File: src/rtl/ammeter_pkg.sv
// Shared types, constants and the ramp helper for the multi-channel ammeter PWM driver.
package ammeter_pkg;

   localparam int unsigned DEF_PERIOD = 100000;
   localparam int unsigned CAL_UNITY  = 128;

   typedef enum logic [2:0] {
      StIdle,
      StSetup,
      StDiv,
      StStore,
      StDone
   } fsm_t;

   // Move cur toward tgt by at most up_step when rising or dn_step when falling.
   function automatic int unsigned ramp_next(input int unsigned cur, input int unsigned tgt,
                                             input int unsigned up_step,
                                             input int unsigned dn_step);
      if (tgt > cur) return (tgt - cur > up_step) ? cur + up_step : tgt;
      if (cur > tgt) return (cur - tgt > dn_step) ? cur - dn_step : tgt;
      return cur;
   endfunction

endpackage

File: src/rtl/ammeter_pwm_multi_if.sv
// Load/ready conversion handshake between the time-keeping logic and the ammeter driver.
interface ammeter_pwm_multi_if #(
   parameter int unsigned CH    = 3,
   parameter int unsigned IDX_W = 8
);
   logic                  load;
   logic                  ready;
   logic                  done;
   logic [CH*IDX_W-1:0]   time_data;
   logic [CH*IDX_W-1:0]   time_max;

   modport master (output load, time_data, time_max, input ready, done);
   modport slave  (input load, time_data, time_max, output ready, done);
endinterface

File: src/rtl/ammeter_udiv.sv
// Sequential restoring divider, one quotient bit per cycle for PERIOD_W cycles.
module ammeter_udiv #(
   parameter int unsigned IDX_W    = 8,
   parameter int unsigned PERIOD_W = 17
) (
   input  logic                      clk,
   input  logic                      Rst_n,
   input  logic                      start,
   input  logic [IDX_W+PERIOD_W-1:0] num,
   input  logic [IDX_W-1:0]          den,
   output logic [PERIOD_W-1:0]       q,
   output logic                      valid
);
   localparam int unsigned CNT_W = $clog2(PERIOD_W);

   logic [IDX_W-1:0]    rem_q, rem_d, den_q, den_d;
   logic [PERIOD_W-1:0] lo_q, lo_d, q_q, q_d;
   logic [CNT_W-1:0]    cnt_q, cnt_d;
   logic                busy_q, busy_d, valid_q, valid_d;
   logic [IDX_W:0]      trial;

   // The quotient fits in PERIOD_W bits, so the upper num bits are already below den.
   always_comb begin
      rem_d   = rem_q;
      den_d   = den_q;
      lo_d    = lo_q;
      q_d     = q_q;
      cnt_d   = cnt_q;
      busy_d  = busy_q;
      valid_d = 1'b0;
      trial   = {rem_q, lo_q[PERIOD_W-1]};
      if (start) begin
         rem_d  = num[IDX_W+PERIOD_W-1:PERIOD_W];
         lo_d   = num[PERIOD_W-1:0];
         den_d  = den;
         q_d    = '0;
         cnt_d  = '0;
         busy_d = 1'b1;
      end else if (busy_q) begin
         lo_d = lo_q << 1;
         if (trial >= {1'b0, den_q}) begin
            rem_d = IDX_W'(trial - {1'b0, den_q});
            q_d   = {q_q[PERIOD_W-2:0], 1'b1};
         end else begin
            rem_d = trial[IDX_W-1:0];
            q_d   = {q_q[PERIOD_W-2:0], 1'b0};
         end
         cnt_d = cnt_q + 1'b1;
         if (cnt_q == CNT_W'(PERIOD_W - 1)) begin
            busy_d  = 1'b0;
            valid_d = 1'b1;
         end
      end
   end

   always_ff @(posedge clk) begin
      if (!Rst_n) begin
         rem_q   <= '0;
         den_q   <= '0;
         lo_q    <= '0;
         q_q     <= '0;
         cnt_q   <= '0;
         busy_q  <= 1'b0;
         valid_q <= 1'b0;
      end else begin
         rem_q   <= rem_d;
         den_q   <= den_d;
         lo_q    <= lo_d;
         q_q     <= q_d;
         cnt_q   <= cnt_d;
         busy_q  <= busy_d;
         valid_q <= valid_d;
      end
   end

   assign q     = q_q;
   assign valid = valid_q;

endmodule

File: src/rtl/ammeter_pwm_multi.sv
// Multi-channel ammeter needle driver: index-to-duty conversion, slew-limited PWM.
// Optional per-channel calibration gain is enabled with AMMETER_CAL_EN.
module ammeter_pwm_multi
   import ammeter_pkg::*;
#(
   parameter int unsigned CH         = 3,
   parameter int unsigned IDX_W      = 8,
   parameter int unsigned PERIOD     = DEF_PERIOD,
   parameter int unsigned PERIOD_W   = 17,
   parameter int unsigned RAMP_STEP  = 200,
   parameter int unsigned WRAP_SHIFT = 3
) (
   input  logic                  clk,
   input  logic                  Rst_n,
   input  logic                  En,
   ammeter_pwm_multi_if.slave    bus,
`ifdef AMMETER_CAL_EN
   input  logic [CH*8-1:0]       cal_gain,
`endif
   output logic [CH-1:0]         at_target,
   output logic [CH-1:0]         pwm_o
);
   localparam int unsigned NUM_W   = IDX_W + PERIOD_W;
   localparam int unsigned CH_W    = (CH > 1) ? $clog2(CH) : 1;
   localparam int unsigned DC_W    = $clog2(PERIOD_W);
   localparam int unsigned DN_STEP = RAMP_STEP << WRAP_SHIFT;

   fsm_t                state_q, state_d;
   logic [CH_W-1:0]     ch_q, ch_d;
   logic [DC_W-1:0]     dcnt_q, dcnt_d;
   logic [CH*IDX_W-1:0] data_q, data_d, max_q, max_d;
   logic [PERIOD_W-1:0] tgt_q [CH];
   logic [PERIOD_W-1:0] tgt_d [CH];
   logic [PERIOD_W-1:0] duty_q [CH];
   logic [PERIOD_W-1:0] duty_d [CH];
   logic [PERIOD_W-1:0] cnt_q, cnt_d;
   logic                done_q, done_d;
   logic                accept, div_start, div_valid, period_end, store_last;
   logic [IDX_W-1:0]    cur_idx, cur_max, clip_idx;
   logic [NUM_W-1:0]    num;
   logic [PERIOD_W-1:0] q, q_eff;

   assign bus.ready = (state_q == StIdle) && !done_q;
   assign bus.done  = done_q;
   assign accept    = bus.load && bus.ready;
   assign div_start = (state_q == StSetup);
   assign cur_idx   = data_q[32'(ch_q)*IDX_W +: IDX_W];
   assign cur_max   = max_q[32'(ch_q)*IDX_W +: IDX_W];
   assign clip_idx  = (cur_idx > cur_max) ? cur_max : cur_idx;
   assign num       = NUM_W'(clip_idx) * NUM_W'(PERIOD);
   // A zero full-scale still runs the divider so latency stays fixed; the result is discarded.
   assign q_eff     = (cur_max == '0) ? '0 : q;

   ammeter_udiv #(
      .IDX_W    (IDX_W),
      .PERIOD_W (PERIOD_W)
   ) u_div (
      .clk   (clk),
      .Rst_n (Rst_n),
      .start (div_start),
      .num   (num),
      .den   (cur_max),
      .q     (q),
      .valid (div_valid)
   );

`ifdef AMMETER_CAL_EN
   logic                store_ph_q, store_ph_d;
   logic [PERIOD_W-1:0] cal_q, cal_d, cal_sat;
   logic [PERIOD_W+7:0] cal_prod;

   assign cal_prod   = ((PERIOD_W+8)'(q_eff) * (PERIOD_W+8)'(cal_gain[32'(ch_q)*8 +: 8]))
                       >> $clog2(CAL_UNITY);
   assign cal_sat    = (cal_prod > (PERIOD_W+8)'(PERIOD)) ? PERIOD_W'(PERIOD)
                                                          : PERIOD_W'(cal_prod);
   assign store_last = store_ph_q;
`else
   assign store_last = 1'b1;
`endif

   always_comb begin
      state_d = state_q;
      ch_d    = ch_q;
      dcnt_d  = dcnt_q;
      data_d  = data_q;
      max_d   = max_q;
      tgt_d   = tgt_q;
`ifdef AMMETER_CAL_EN
      store_ph_d = store_ph_q;
      cal_d      = cal_q;
`endif
      unique case (state_q)
         StIdle: begin
            if (accept) begin
               data_d  = bus.time_data;
               max_d   = bus.time_max;
               ch_d    = '0;
               state_d = StSetup;
            end
         end
         StSetup: begin
            dcnt_d  = '0;
            state_d = StDiv;
         end
         StDiv: begin
            dcnt_d = dcnt_q + 1'b1;
            if (dcnt_q == DC_W'(PERIOD_W - 1)) state_d = StStore;
         end
         StStore: begin
`ifdef AMMETER_CAL_EN
            store_ph_d = !store_ph_q;
            if (!store_ph_q && div_valid) cal_d = cal_sat;
            if (store_ph_q) tgt_d[ch_q] = cal_q;
`else
            if (div_valid) tgt_d[ch_q] = q_eff;
`endif
            if (store_last) begin
               if (ch_q == CH_W'(CH - 1)) begin
                  state_d = StDone;
               end else begin
                  ch_d    = ch_q + 1'b1;
                  state_d = StSetup;
               end
            end
         end
         StDone:  state_d = StIdle;
         default: state_d = StIdle;
      endcase
   end

   assign done_d = (state_q == StDone);

   // Duties only move on the period boundary so every PWM period is whole.
   always_comb begin
      period_end = En && (cnt_q == PERIOD_W'(PERIOD - 1));
      cnt_d      = (!En || period_end) ? '0 : cnt_q + 1'b1;
      for (int c = 0; c < CH; c++) begin
         duty_d[c]    = period_end
                        ? PERIOD_W'(ramp_next(32'(duty_q[c]), 32'(tgt_q[c]), RAMP_STEP, DN_STEP))
                        : duty_q[c];
         pwm_o[c]     = En && (cnt_q < duty_q[c]);
         at_target[c] = (duty_q[c] == tgt_q[c]);
      end
   end

   always_ff @(posedge clk) begin
      if (!Rst_n) begin
         state_q <= StIdle;
         ch_q    <= '0;
         dcnt_q  <= '0;
         data_q  <= '0;
         max_q   <= '0;
         tgt_q   <= '{default: '0};
         duty_q  <= '{default: '0};
         cnt_q   <= '0;
         done_q  <= 1'b0;
      end else begin
         state_q <= state_d;
         ch_q    <= ch_d;
         dcnt_q  <= dcnt_d;
         data_q  <= data_d;
         max_q   <= max_d;
         tgt_q   <= tgt_d;
         duty_q  <= duty_d;
         cnt_q   <= cnt_d;
         done_q  <= done_d;
      end
   end

`ifdef AMMETER_CAL_EN
   always_ff @(posedge clk) begin
      if (!Rst_n) begin
         store_ph_q <= 1'b0;
         cal_q      <= '0;
      end else begin
         store_ph_q <= store_ph_d;
         cal_q      <= cal_d;
      end
   end
`endif

endmodule
File: src/flat_wrapper.sv
// flat-port wrapper written by rule: the top's interface ports become plain ports
module ammeter_pwm_multi_flat import ammeter_pkg::*;
#(
   parameter int unsigned CH         = 3,
   parameter int unsigned IDX_W      = 8,
   parameter int unsigned PERIOD     = DEF_PERIOD,
   parameter int unsigned PERIOD_W   = 17,
   parameter int unsigned RAMP_STEP  = 200,
   parameter int unsigned WRAP_SHIFT = 3
)
  (clk, Rst_n, En, at_target, pwm_o, bus_load, bus_time_data, bus_time_max, bus_ready, bus_done);
  ammeter_pwm_multi_if #(.CH(CH), .IDX_W(IDX_W)) bus_i ();
  input  logic clk;
  input  logic Rst_n;
  input  logic En;
  output logic [CH-1:0] at_target;
  output logic [CH-1:0] pwm_o;
  input wire logic [$bits(bus_i.load)-1:0] bus_load;
  input wire logic [$bits(bus_i.time_data)-1:0] bus_time_data;
  input wire logic [$bits(bus_i.time_max)-1:0] bus_time_max;
  output wire logic [$bits(bus_i.ready)-1:0] bus_ready;
  output wire logic [$bits(bus_i.done)-1:0] bus_done;
  assign bus_i.load = bus_load;
  assign bus_i.time_data = bus_time_data;
  assign bus_i.time_max = bus_time_max;
  assign bus_ready = bus_i.ready;
  assign bus_done = bus_i.done;
  ammeter_pwm_multi #(.CH(CH), .IDX_W(IDX_W), .PERIOD(PERIOD), .PERIOD_W(PERIOD_W), .RAMP_STEP(RAMP_STEP), .WRAP_SHIFT(WRAP_SHIFT)) u_core (.clk(clk), .Rst_n(Rst_n), .En(En), .bus(bus_i), .at_target(at_target), .pwm_o(pwm_o));
endmodule
File: config.mk
export PLATFORM = sky130hd
export DESIGN_NAME = ammeter_pwm_multi_flat
export DESIGN_NICKNAME = d
export VERILOG_FILES = /design/src/rtl/ammeter_pkg.sv /design/src/rtl/ammeter_pwm_multi_if.sv /design/src/rtl/ammeter_udiv.sv /design/src/rtl/ammeter_pwm_multi.sv /design/src/flat_wrapper.sv
export SDC_FILE = /design/constraint.sdc
export NUM_CORES = 1
export LEC_CHECK = 0
export ABC_AREA = 0
export CAP_MARGIN = 10
export CORE_AREA = 2 2 322 244
export DETAILED_ROUTE_END_ITERATION = 8
export DIE_AREA = 0 0 324 246
export SYNTH_ARGS = -nofsm -noshare
export SYNTH_HDL_FRONTEND = slang
export SYNTH_SLANG_ARGS = --single-unit
export TNS_END_PERCENT = 30
File: constraint.sdc
create_clock -name clk -period 17.9 [get_ports clk]
set_input_delay 5.37 -clock clk [delete_from_list [all_inputs] [get_ports clk]]
set_output_delay 5.37 -clock clk [all_outputs]
set_load 0.05 [all_outputs]
-- Word level (Yosys, flattened, before mapping)
Cells that the tools add are included.
- multiply operators: 1
- bitwise gates (word level): 3
- shift operators: 2
- reduce and logical (&&, ||, !) cells: 28
- magnitude comparators: 19
- $add $sub $neg: 17
- equal/unequal tests: 14
- muxes and demuxes: 50
- operators with widths (kind ; count):
    $mux W17 ; 22
    $sub A17 B17 Y18 ; 6
    $gt A17 B17 Y1 ; 6
    $gt A32 B11 Y1 const B ; 3
    $gt A32 B8 Y1 const B ; 3
    $add A17 B8 Y17 const B ; 3
    $bwmux W51 ; 1
    $eq A17 B17 Y1 ; 3
    $lt A17 B17 Y1 ; 3
    $sub A17 B11 Y17 const B ; 3
    $shiftx A24 B6 Y8 ; 2
    $demux W17 S2 ; 1
    $mux W8 ; 4
    $mul A8 B12 Y20 const B ; 1
    $add A17 B1 Y17 const B ; 1
    $eq A17 B17 Y1 const B ; 1
    $mux W1 ; 14
    $pmux W3 S4 ; 1
    $reduce_and A2 Y1 ; 6
    $reduce_bool A2 Y1 ; 6
    $add A5 B1 Y5 const B ; 2
    $eq A5 B5 Y1 const B ; 2
    $pmux W5 S2 ; 1
    $ge A9 B8 Y1 ; 1
    other kinds (24) ; 38
- output and inout port bits: 8
- input port bits: 52
- flip-flop bits (word level): 230
- word-level logic and storage cells: 154

-- Depth between registers and ports, before layout
Gate-level depths: netlist of the first run.
- depth in word-level cells: 7
- mapped depth: 34
- depth with buffers taken out: 31

-- Modules after synthesis
From an unflattened synthesis of the first run, not the netlist that was laid out.
- cells, all modules: 2663
- area, all modules: 20114.3 um2
- by module, submodules not included (module ; instances ; sequential area each (um2) ; area each (um2) ; cells an instance):
    ammeter_pwm_multi ; 1 ; 3563.4 ; 17314.1 ; 2357
    ammeter_udiv ; 1 ; 1141.1 ; 2800.2 ; 306

-- Worst setup path before layout of the first run
OpenSTA, ideal clock, no wires.
- path kind: input to output
- from: input En
- to: output pwm_o[0]
- data required time: 12.530 ns
- buffers on the path: 0
- data arrival time: 6.136 ns
- slack: 6.394 ns
- stages: 4
- cells stage by stage: inv_1 a211oi_1 o2111ai_1 nand2_1
- longest elaborated chain between the ends: 1
- RTL lines (item ; RTL line ; RTL):
    start, declared ; flat_wrapper.sv:15 ; input logic En;
    $logic_and A1 B1 Y1 ; ammeter_pwm_multi.sv:141 ; pwm_o[c] = En && (cnt_q < duty_q[c]);
    end, declared ; flat_wrapper.sv:17 ; output logic [CH-1:0] pwm_o;
No other way between the ends.

-- Final worst setup path of the first run
- from: input En
- to: output pwm_o[2]
Same word-level chain as after synthesis.

==> results of run 1 <==
layout by cell type, fill, tap and decap left out, types with 43 or more instances in the layout:
master           count
a211oi_1            47
a21o_1              43
a21oi_1            252
clkdlybuf4s50_1     58
dfxtp_1            229
ha_1               232
inv_1              190
mux2i_1             69
nand2_1            285
nand3_1             44
nor2_1             293
nor3_1              57
o21ai_0            122
xnor2_1             54
metal layers:
layer,vias to the layer above,global-route usage
met5,-,0
met3,34,0.01743
met2,495,0.1858
met1,8467,0.2189
met4,0,0.01171
li1,9171,-
report_power, final:
part | leakage, nW | internal, W | switching [W]
clock network | 0.378 | 0.000288 | 0.000223
logic | 6.37 | 0.000198 | 0.000265
registers | 1.86 | 0.000541 | 0.0000183
per-stage QoR:
stage	setup WS (ns)	power, W	hold WS [ns]
global placement	5.099	0.001028	0.4416
detailed placement	5.044	0.001030	0.4472
global route	4.896	0.001630	0.4677
floorplan	6.394	0.0009269	0.4336
finish	5.036	0.001534	0.4534
CTS	5.025	0.001549	0.4550
layout make-up:
class                           instances  area [um^2]
Fill cell                            8309        54610
Inverter                              191        719.4
Clock buffer                           34        699.4
Tap cell                             1035         1295
Clock inverter                          8        81.33
Sequential cell                       230         4606
Multi-Input combinational cell       2049        13830
Timing Repair Buffer                   72        683.2
sequential cells by signal, summed over array words and instances, names as in the netlist:
register and flops:
u_core.ch_q 2, u_core.u_div.q 17, u_core.u_div.den_q 8, u_core.u_div.valid 1
u_core.state_q 3, u_core.u_div.rem_q 8, u_core.u_div.lo_q 12, u_core.duty_q 51
u_core.max_q 24, u_core.bus.done 1, u_core.u_div.busy_q 1, u_core.u_div.cnt_q 5
u_core.dcnt_q 5, u_core.data_q 24, u_core.cnt_q 17, u_core.tgt_q 51
cell usage after synthesis (all sizes together), types with 31 or more instances:
| library cell | n | share of area |
|---|---|---|
| xnor2 | 55 | 0.025 |
| ha | 232 | 0.15 |
| nor3 | 57 | 0.014 |
| clkbuf | 88 | 0.018 |
| xor2 | 36 | 0.016 |
| nand3 | 45 | 0.012 |
| a31oi | 31 | 0.012 |
| o21ai | 126 | 0.032 |
| a21o | 43 | 0.016 |
| nor2 | 293 | 0.056 |
| nand2 | 285 | 0.054 |
| buf | 45 | 0.014 |
| a211oi | 48 | 0.018 |
| a21oi | 260 | 0.067 |
| mux2i | 69 | 0.035 |
| inv | 191 | 0.036 |
| dfxtp | 230 | 0.23 |
critical path: stages:
cell	delay, ns
clkdlybuf4s50_1	0.57
inv_1	0.15
a211oi_1	0.31
o2111ai_1	0.19
nand2_1	0.10
clkdlybuf4s50_1	0.80
logic make-up after synthesis:
| group | count (synthesis) | synth area share |
|---|---|---|
| multiplexers | 78 | 0.04008 |
| adder cells (fa/ha/maj) | 247 | 0.1621 |
| AO/OA/AOI/OAI | 731 | 0.2433 |
| AND/OR/NAND/NOR | 902 | 0.2130 |
| XOR/XNOR | 91 | 0.04071 |
| flip-flops | 230 | 0.2330 |
| buffers and inverters | 324 | 0.06787 |
path summary, 6_finish.rpt:
kind	cells past startpoint	start	endpoint
min reg2reg	2	u_core.max_q[5]$_SDFFE_PN0P_	u_core.max_q[5]$_SDFFE_PN0P_
max reg2reg	31	u_core.ch_q[1]$_SDFFE_PN0P_	u_core.u_div.rem_q[6]$_SDFFE_PN0P_
max	6	En	pwm_o[2]
min	2	u_core.max_q[5]$_SDFFE_PN0P_	u_core.max_q[5]$_SDFFE_PN0P_
==> summary.md, run 1 <==
| Metric | Value |
|---|---|
| Die Ht | `246 um` |
| CP Launch Type | `primary input` |
| Data arrival, critical path | `7.49 ns` |
| Die W | `324 um` |
| Final hold violation count | `0` |
| DP HPWL | `42090 um` |
| Register bit total from synthesis | `230` |
| Post-DRT Antenna Nets | `0` |
| Met1 WL | `29520 um` |
| Met3 WL | `3493 um` |
| Sequential-to-total area share from yosys stat | `0.2330` |
| Synthesized area | `19760 um^2` |
| Non-Filler Instances | `3619` |
| Ys flop type | `dfxtp_1` |
| Initial Util | `0.2583` |
| # hold bufs at CTS | `0` |
| DR iter-0 viols | `1469` |
| Antenna violations before repair | `1` |
| EDFF count, synth | `0` |
| Longest Clk Path Bufs | `3` |
| Clk root buf | `clkbuf_16` |
| All-Layer GR Usage | `0.1337` |
| Drt drc | `0` |
| Async set-reset flop share out of synthesis | `0` |
| Met2 Routed Length | `21880 um` |
| End-of-flow core utilization | `0.2864` |
| Placer Congestion | `0.8864` |
| Post-Place Cells | `3577` |
| Max-slew violations | `0` |
| Syn nets | `2902` |
| Flop2flop setup slack | `10.31 ns` |
| Worst-skew pair later-pin latency | `0.53 ns` |
| Least-Margin Pin Slew | `1.162 ns` |
| Leakage power | `8.611 nW` |
| ANT cells | `0` |
| Finished Cell Area | `21910 um^2` |
| Critical path peak fanout | `6` |
| Syn Inst Count | `2603` |
| Clock Skew | `0.01490 ns` |
| Congestion Overflow GR | `0` |
| Mean Syn Cell Area | `7.592 um^2` |
| Min-Delay Path Class | `reg -> reg` |
| Post-CTS setup buffers | `0` |
| CTS tree | `built` |
| Post-synthesis cell type count | `104` |
| Clk sinks | `230` |
| Max Clock Freq | `77.74 MHz` |
| Largest net degree at the start of global routing | `93` |
| TritonCTS Buffers | `24` |
| Ports | `60` |
| Peak VDD IR | `0.06911 mV` |
| RSZ-0062 raised after global routing | `false` |
| Fin nets | `2867` |
| Pre-antenna DRT Iters | `6` |
| PortBufs | `59` |
| H-tree Lvls | `1` |
| Worst setup EP type | `output pin` |
| Kind of critical path | `in -> out` |
| First-pass GRT wire length | `88470 um` |
| Worst Path Required | `12.53 ns` |
| Crit path time final | `12.86 ns` |
| Placement row count | `88` |
| # setup viols final | `0` |
| Area grow syn2layout | `10.89%` |
| Max-slew headroom | `0.2190` |
| Routed length per placed instance | `15.28 um` |
| DRT Wirelength | `55280 um` |
| Core Region | `76520 um^2` |
| Max_cap viols | `0` |
| Post-CTS Resized | `0` |
| Ys Warns | `0` |
| Max layer used | `met4` |
| Via density | `5.020` |
| Proportion of layout cells with a drive suffix above 1 | `0.04644` |
| PwrDens | `69.99 nW/um^2` |
| Die ar. | `79700 um^2` |
| Vias in the first global route | `16.06k` |
| Clock slew at reported path FFs | `0.06 ns` |
| Setup TNS Final | `0 ns` |
| Fin crit share | `0.7186` |
| Dpl cell area | `21130 um^2` |
| Outcome | `completed` |
| Vias | `18.17k` |
(Power assumes the default switching activity.)
==> inputs of run 2 (changes only) <==
- clock period: 17.9 -> 12 ns (I/O delays scaled with it)
==> summary.md, run 2 (synthesized netlist as in run 1, its figures left out) <==
| Metric | Value |
|---|---|
| Max-slew headroom | `0.2265 (was 0.2190)` |
| Clk sinks | `230 (unchanged)` |
| Commonest non-fill, non-tap cell in the layout | `nor2_1 (unchanged)` |
| Least-Margin Pin Slew | `1.158 ns (was 1.162 ns)` |
| Leakage power | `8.612 nW (was 8.611 nW)` |
| H-tree Lvls | `1 (unchanged)` |
| Vias in the first global route | `16.17k (was 16.06k)` |
| Final worst slack | `2.648 ns (was 5.036 ns)` |
| Critical path's slowest cell | `clkdlybuf4s50_1 (unchanged)` |
| Placement row count | `88 (unchanged)` |
| Core Region | `76520 um^2 (unchanged)` |
| Critical path peak fanout | `6 (unchanged)` |
| Placer Congestion | `0.8758 (was 0.8864)` |
| Initial Util | `0.2583 (unchanged)` |
| Crit-path cells | `clkdlybuf4s50_1, inv_1, a211oi_1, o2111ai_1, nand2_1, clkdlybuf4s50_1 (unchanged)` |
| # setup viols final | `0 (unchanged)` |
| CTS tree | `built (unchanged)` |
| ANT cells | `0 (unchanged)` |
| RSZ-0062 raised after global routing | `false (unchanged)` |
| Kind of critical path | `in -> out (unchanged)` |
| Post-DRT Antenna Nets | `0 (unchanged)` |
| TritonCTS Buffers | `23 (was 24)` |
| Most frequent CP cell | `clkdlybuf4s50_1 (unchanged)` |
| Largest net degree at the start of global routing | `91 (was 93)` |
| Max_cap viols | `0 (unchanged)` |
| Post-CTS setup buffers | `0 (unchanged)` |
| Clk root buf | `clkbuf_16 (unchanged)` |
| Delay of the slowest critical-path stage | `0.81 ns (was 0.80 ns)` |
| Post-CTS Resized | `0 (unchanged)` |
| PwrDens | `104.6 nW/um^2 (was 69.99 nW/um^2)` |
| # fillers | `8271 (was 8309)` |
| Setup TNS Final | `0 ns (unchanged)` |
| Biggest regs | `u_core.duty_q: 51 flops, u_core.tgt_q: 51 flops (unchanged)` |
| Most frequent cells in the layout | `293 x nor2_1, 285 x nand2_1, 252 x a21oi_1 (unchanged)` |
| Worst setup EP type | `output pin (unchanged)` |
| CP Launch Type | `primary input (unchanged)` |
| Max Clock Freq | `106.9 MHz` |
| Fin nets | `2866 (was 2867)` |
| Vias | `18.14k (was 18.17k)` |
| End-of-flow core utilization | `0.2862 (was 0.2864)` |
| First-pass GRT wire length | `88770 um (was 88470 um)` |
| Worst-skew pair later-pin latency | `0.55 ns (was 0.53 ns)` |
| Total power | `0.002290 W (was 0.001534 W)` |
| Area grow syn2layout | `10.84% (was 10.89%)` |
| Clock slew at reported path FFs | `0.06 ns (about the same)` |
| Clock Skew | `0.01735 ns (was 0.01490 ns)` |
| # hold bufs at CTS | `0 (unchanged)` |
| Final hold violation count | `0 (unchanged)` |
| Die Ht | `246 um (unchanged)` |
| Routed length per placed instance | `15.41 um (was 15.28 um)` |
| Ports | `60 (unchanged)` |
| Outcome | `completed (unchanged)` |
| Post-Place Worst Slack | `2.711 ns (was 5.044 ns)` |
| Congestion Overflow GR | `0 (unchanged)` |
| DR iter-0 viols | `1407 (was 1469)` |
| Fin crit share | `0.7794` |
| Drt drc | `0 (unchanged)` |
| Proportion of layout cells with a drive suffix above 1 | `0.04651 (was 0.04644)` |
| Die ar. | `79700 um^2 (unchanged)` |
| PortBufs | `59 (unchanged)` |
| DRT Wirelength | `55710 um (was 55280 um)` |
| Max-slew violations | `0 (unchanged)` |
| Die W | `324 um (unchanged)` |
| Longest Clk Path Bufs | `3 (unchanged)` |
| Worst Path Required | `8.40 ns (was 12.53 ns)` |
| Data arrival, critical path | `5.75 ns (was 7.49 ns)` |
| Peak VDD IR | `0.1003 mV (was 0.06911 mV)` |
| Pre-antenna DRT Iters | `8 (was 6)` |
| All-Layer GR Usage | `0.1346 (was 0.1337)` |
| Antenna violations before repair | `1 (unchanged)` |
| Crit path time final | `9.352 ns` |
| Min-Delay Path Class | `reg -> reg (unchanged)` |
| DP HPWL | `42390 um (was 42090 um)` |
| Via density | `5.018 (was 5.020)` |
[run 2: path summary, 6_finish.rpt]
| kind | start | end | slack (ns) | depth (start not counted) |
|---|---|---|---|---|
| min reg2reg | u_core.max_q[5]$_SDFFE_PN0P_ | u_core.max_q[5]$_SDFFE_PN0P_ | 0.45 | 2 |
| min | u_core.max_q[5]$_SDFFE_PN0P_ | u_core.max_q[5]$_SDFFE_PN0P_ | 0.45 | 2 |
| max reg2reg | u_core.ch_q[1]$_SDFFE_PN0P_ | u_core.u_div.rem_q[6]$_SDFFE_PN0P_ | 4.61 | 33 |
| max | En | pwm_o[0] | 2.65 | 6 |
[run 2: power by group]
group / switching, W / internal (W)
clock: 0.000328 / 0.000436
sequential: 0.0000326 / 0.000807
combinational: 0.000392 / 0.000295
total: 0.000752 / 0.00154
[run 2: final cells by class]
type,count,area (um^2),share of cell area
multi-input cells,2049,13830,0.6314
flip-flops and latches,230,4606,0.2103
well taps,1035,1295,0.05912
inverters,191,719.4,0.03284
repair buffers,72,683.2,0.03119
clock buffers,31,675.6,0.03084
clock inverters,7,95.09,0.004341
[run 2: per-layer routing]
metal / GRT usage / vias to the layer above / wire (um)
li1: - / 9155 / -
met3: 0.02803 / 43 / 4169
met5: 0 / - / 0
met4: 0.01443 / 0 / 480
met1: 0.2143 / 8394 / 29140
met2: 0.1855 / 548 / 21920
[run 2: worst max-delay path, delay by kind of cell]
kind / cells / cell delay (ns)
buf+inv: 3 / 1.54
simple gates: 1 / 0.13
compound gates: 2 / 0.49
[run 2: through the flow]
stage | hold slack [ns] | std cells | area [um^2]
after global placement | 0.4423 | 3577 | 21130
after CTS | 0.4546 | 3615 | 21900
final | 0.4527 | 3615 | 21900
after floorplan | 0.4336 | 2603 | 19760
after global routing | 0.4693 | 3615 | 21900
after detailed placement | 0.4462 | 3577 | 21130
